==> config.mk <==
export PLATFORM = sky130hd
export DESIGN_NAME = intr_ctrl
export DESIGN_NICKNAME = d
export VERILOG_FILES = /design/src/rtl/intr_ctrl_pkg.sv /design/src/rtl/intr_ctrl_prio_sel.sv /design/src/rtl/intr_ctrl.sv
export SDC_FILE = /design/constraint.sdc
export NUM_CORES = 1
export LEC_CHECK = 0
export CORE_AREA = 3 3 75 63
export CTS_CLUSTER_SIZE = 10
export DETAILED_ROUTE_END_ITERATION = 8
export DIE_AREA = 0 0 78 66
export GPL_TIMING_DRIVEN = 1
export PLACE_DENSITY_LB_ADDON = 0.12
export SLEW_MARGIN = 20
export SYNTH_ARGS = -nofsm -noshare
export SYNTH_HDL_FRONTEND = slang
export SYNTH_SLANG_ARGS = --single-unit
==> constraint.sdc <==
create_clock -name clk -period 1.2 [get_ports clk]
set_input_delay 0.24 -clock clk [delete_from_list [all_inputs] [get_ports clk]]
set_output_delay 0.24 -clock clk [all_outputs]
set_load 0.05 [all_outputs]
==> src/rtl/intr_ctrl_pkg.sv <==
// Shared types and constants for the interrupt controller: FSM states,
// configuration register addresses and priority mode encodings.
package intr_ctrl_pkg;

    typedef enum logic [1:0] {
        IDLE = 2'd0,
        REQ  = 2'd1,
        SVC  = 2'd2
    } state_t;

    localparam logic [1:0] CFG_MASK = 2'd0;
    localparam logic [1:0] CFG_MODE = 2'd1;
    localparam logic [1:0] CFG_CLR  = 2'd2;
    localparam logic [1:0] CFG_GEN  = 2'd3;

    localparam int unsigned PRIO_FIXED  = 0;
    localparam int unsigned PRIO_ROTATE = 1;

endpackage

==> src/rtl/intr_ctrl_prio_sel.sv <==
// Combinational priority encoder: lowest index wins (fixed) or lowest
// index at or after the start pointer, wrapping (rotating).
module prio_sel
    import intr_ctrl_pkg::*;
#(
    parameter int unsigned N_IRQ     = 8,
    parameter int unsigned PRIO_MODE = PRIO_FIXED,
    parameter int unsigned ID_W      = $clog2(N_IRQ)
) (
    input  logic [N_IRQ-1:0] req,
    input  logic [ID_W-1:0]  start,
    output logic             valid,
    output logic [ID_W-1:0]  index
);

    int unsigned base;
    int unsigned pos;

    // Scan from the farthest candidate back to the nearest so the nearest wins.
    always_comb begin
        valid = |req;
        index = '0;
        base  = (PRIO_MODE == PRIO_ROTATE) ? 32'(start) : 32'd0;
        pos   = 32'd0;
        for (int unsigned i = 0; i < N_IRQ; i++) begin
            pos = base + (N_IRQ - 1 - i);
            if (pos >= N_IRQ) begin
                pos = pos - N_IRQ;
            end
            if (req[pos[ID_W-1:0]]) begin
                index = ID_W'(pos);
            end
        end
    end

endmodule

==> src/rtl/intr_ctrl.sv <==
// Interrupt controller: edge/level maskable channels plus an edge NMI,
// presented to the core through a req/ack/eoi handshake without preemption.
module intr_ctrl
    import intr_ctrl_pkg::*;
#(
    parameter int unsigned N_IRQ     = 8,
    parameter int unsigned PRIO_MODE = PRIO_FIXED,
    parameter int unsigned ID_W      = $clog2(N_IRQ)
) (
    input  logic             clk,
    input  logic             rst,
    input  logic             NMI,
    input  logic [N_IRQ-1:0] IRQ,
    input  logic             cfg_we,
    input  logic [1:0]       cfg_addr,
    input  logic [N_IRQ-1:0] cfg_wdata,
    input  logic             irq_ack,
    input  logic             irq_eoi,
    output logic             irq_req,
    output logic [ID_W-1:0]  irq_id,
    output logic             irq_nmi,
    output logic             in_service,
    output logic [N_IRQ-1:0] pending
);

    state_t           state, state_nx;
    logic [N_IRQ-1:0] irq_q;
    logic             nmi_q;
    logic [N_IRQ-1:0] mask_en;
    logic [N_IRQ-1:0] mode;
    logic             gen;
    logic             nmi_pend;
    logic [ID_W-1:0]  ptr;

    logic             take;
    logic             ackd;
    logic             sel_valid;
    logic [ID_W-1:0]  sel_idx;
    logic [N_IRQ-1:0] edge_set;
    logic [N_IRQ-1:0] clr;
    logic [N_IRQ-1:0] pend_nx;

    prio_sel #(
        .N_IRQ     (N_IRQ),
        .PRIO_MODE (PRIO_MODE),
        .ID_W      (ID_W)
    ) u_prio_sel (
        .req   (pending & mask_en & {N_IRQ{gen}}),
        .start (ptr),
        .valid (sel_valid),
        .index (sel_idx)
    );

    always_comb begin
        state_nx = state;
        take     = 1'b0;
        ackd     = 1'b0;
        case (state)
            IDLE: begin
                if (nmi_pend || sel_valid) begin
                    state_nx = REQ;
                    take     = 1'b1;
                end
            end
            REQ: begin
                if (irq_ack) begin
                    state_nx = SVC;
                    ackd     = 1'b1;
                end
            end
            SVC: begin
                if (irq_eoi) begin
                    state_nx = IDLE;
                end
            end
            default: state_nx = IDLE;
        endcase
    end

    // Edge channels latch until cleared (a same-edge set wins); level channels track IRQ.
    always_comb begin
        edge_set = IRQ & ~irq_q;
        clr      = '0;
        if (ackd && !irq_nmi) begin
            clr = N_IRQ'(1) << irq_id;
        end
        if (cfg_we && cfg_addr == CFG_CLR) begin
            clr = clr | cfg_wdata;
        end
        pend_nx = (mode & (edge_set | (pending & ~clr))) | (~mode & IRQ);
    end

    always_ff @(posedge clk) begin
        if (!rst) begin
            state      <= IDLE;
            irq_q      <= '0;
            nmi_q      <= 1'b0;
            pending    <= '0;
            nmi_pend   <= 1'b0;
            mask_en    <= '0;
            mode       <= '0;
            gen        <= 1'b0;
            ptr        <= '0;
            irq_req    <= 1'b0;
            irq_id     <= '0;
            irq_nmi    <= 1'b0;
            in_service <= 1'b0;
        end else begin
            state      <= state_nx;
            irq_q      <= IRQ;
            nmi_q      <= NMI;
            pending    <= pend_nx;
            nmi_pend   <= (NMI & ~nmi_q) | (nmi_pend & ~(ackd & irq_nmi));
            irq_req    <= (state_nx == REQ);
            in_service <= (state_nx == SVC);
            if (cfg_we) begin
                case (cfg_addr)
                    CFG_MASK: mask_en <= cfg_wdata;
                    CFG_MODE: mode    <= cfg_wdata;
                    CFG_GEN:  gen     <= cfg_wdata[0];
                    default:  ;
                endcase
            end
            if (take) begin
                irq_nmi <= nmi_pend;
                irq_id  <= nmi_pend ? '0 : sel_idx;
            end
            if (ackd && !irq_nmi) begin
                ptr <= (irq_id == ID_W'(N_IRQ - 1)) ? '0 : irq_id + ID_W'(1);
            end
        end
    end

endmodule

==> flow_summary.toml <==
[grt]
grt_max_degree = 17
overflow = 0
grt_pass1_vias = 1702
grt_usage_pct = 20.9
grt_pass1_wl_um = 8420
antenna_found_initial = 0

[synth]
synth_enable_flop_cells = 0
synth_common_cells = "dfxtp_1, nor2_1, mux2i_1, nand2_1, nand3_1"
ys_ff_latch = 43
syn-num-nets = 209
yosysTopAreaCell = "dfxtp_1"
post_synth_num_cell_types = 40
synth_top_area_share_pct = 48.0
avgSynthCellArea_um2 = 9.68
synthArstFlopShare_pct = 0
synthesis.area_um2 = 1790
synth.area.top_cells = "dfxtp_1, mux2i_1, nor2_1"
netlist_instances = 185
synth_seq_area_share_pct = 48.0
yosysWarnings = 0
synthFlopType = "dfxtp_1"
synth_most_common_cell = "dfxtp_1"

[route]
top_layer_used = "met4"
num_vias = 1715
drtIter0Drc = 100
drc_errors = 0
wl_um = 5210
wl_met1_um = 2110
drt_first_pass_iters = 4
ant_nets = 0
via_per_inst = 5.31
wl_met2_um = 2600
post_drt_wl_per_cell_um = 16.1
wl_met3_um = 428

[run_status]
status = "finished, violations left"
violations = "negative setup slack"

[floorplan]
fp-row-count = 21
ios = 38
die_area_um2 = 5150
die_x_um = 78
die_h_um = 66
core_area_um2 = 4100
initial_core_util_pct = 43.7

[hold_path]
hold_class = "input pin to register"

[critical_path]
critPathKind = "register to register"
cp-end-kind = "register"
arrival_ps = 1460
cp_max_fo = 4
worstSetupStartpointType = "register"
crit_chain = "nand3b_4 -> nor3b_4 -> nand3_1 -> a22o_1"
critPathSlowestCell = "dfxtp_2"
critPathMaxStageDelay_ps = 330
cp.required_ps = 1380

[pwr]
p_sw_w = 0.000816
p_int_w = 0.00227
swShare_pct = 26.4
p_leak_nw = 1.26
ir_drop_mv = 0.661
seqPwrFrac_pct = 50.0
p_total_w = 0.00308
pwr-share-clk_pct = 30.4
pwr-share-comb_pct = 19.6
p_per_area_nw_per_um2 = 1070

[place]
placed_area_um2 = 2710
place_inst = 313
dp_slack_ps = -544
hpwl_um = 3870
place_congestion = 0.837
port_buffers = 37

[cells_and_area]
utilization_pct = 70.3
fin_cells = 323
drive_gt1_share_pct = 38.7
design_area_um2 = 2880
area_growth_pct = 60.8
fillerInstances = 325
layout.nets = 289
diodes = 0

[sta]
fin_skew_ps = 8.45
layout_setup_ws_ps = -78.5
final_hold_viol_count = 0
fmax_ghz = 0.782
relSlewSlack_pct = 77.3
min_period_ps = 1280
grt_setup_unrepaired = "yes"
period_share_pct = 107
maxSlewViolCount = 0
tightest_slew_ps = 339
setup_viol = 9

[clock_tree]
cts_root_buf = "clkbuf_8"
clkTransAtPathRegs_ps = 80
cts.sinks = 43
cts_tree = "done"
tritoncts.num_buffers = 5
ctsLongestPathBuffers = 2
cts_hold_buf = 0
clock_latency_ps = 290
cts_max_level = 2

[flow_run]
max_cap_violations = 0
critical path: cells and delay by family, from the launching register on:
kind | cells | cell delay, ps
AO/OA/AOI/OAI | 1 | 220
AND/OR/NAND/NOR | 3 | 630
flip-flops | 1 | 330
flip-flops by register name, indices dropped and copies added (netlist names), 2 cells and up:
register  flops
state         2
mask_en       8
irq_q         8
pending       8
mode          8
irq_id        3
stage by stage:
step	setup TNS, ps	hold WS, ps
finish	-365	432
global route	-937	445
CTS	-159	388
detailed placement	-11930	461
global placement	-10870	454
floorplan	-60.0	325
cell families after synthesis:
kind of cell    Yosys count  synth area share [%]
flops                    43                  48.0
simple gates             74                  22.3
buf+inv                  11                  2.86
compound gates           40                  17.2
mux                      17                  9.50
timing repair:
action                                  CTS  global route
pin swaps                                 9             6
gates resized for setup                  17            10
endpoints found under the setup margin   22            15
buffers inserted                          0             2
cells in the final DEF (no fill, tap or decap), types with 2 or more instances in the layout:
master           instances
nor2_1                  21
clkdlybuf4s50_1         18
a21o_1                   6
and3b_1                  2
a21oi_2                  2
clkbuf_8                 6
mux2i_1                 17
a221oi_2                 2
and2_1                   9
and2_4                   2
a31oi_1                  2
a2111oi_2                2
nor2b_1                  2
a221oi_1                 4
buf_6                    3
dfxtp_2                  8
nand2_1                 14
nor3b_4                  2
buf_12                  14
dlygate4sd2_1            5
nand3_1                 13
buf_4                   41
dfxtp_4                 10
nor3_2                   2
a22o_1                   6
dfxtp_1                 25
inv_1                    3
a21oi_1                  6
power by group through the flow:
| stage | combinational (W) | sequential [W] | clock [W] |
|---|---|---|---|
| 2_1_floorplan | 0.000157 | 0.00165 | 0 |
| 3_3_place_gp | 0.000564 | 0.00157 | 0 |
| 3_5_place_dp | 0.000576 | 0.00157 | 0 |
| 4_1_cts | 0.000584 | 0.00154 | 0.000961 |
| 5_1_grt | 0.000641 | 0.00155 | 0.00102 |
| 6_report | 0.000604 | 0.00154 | 0.000938 |
area by class of cell:
cell class                 count  area, um2  area share [%]
clock buffer                   7       86.3            3.00
clock inverter                 1       5.00           0.174
inverter                       3       11.3           0.391
multi-input combinational    131        953            33.1
sequential                    43        908            31.5
tap                           57       71.3            2.48
timing repair buffer          81        846            29.4
path summary, 6_finish.rpt:
kind | depth (start not counted) | slack [ps] | start | end
setup / recovery | 4 | -80 | state[1] | pending[7]
hold reg to reg | 2 | 470 | irq_q[4] | pending[4]
setup reg to reg | 4 | -80 | state[1] | pending[7]
hold / removal | 2 | 430 | irq_ack | state[0]
metal layers:
metal / up-vias / global-route usage (%)
met3: 11 / 5.45
met1: 813 / 26.2
met2: 69 / 35.5
met5: - / 0
met4: 0 / 5.90
li1: 822 / -
No activity file was read; power rests on OpenSTA's default activity.
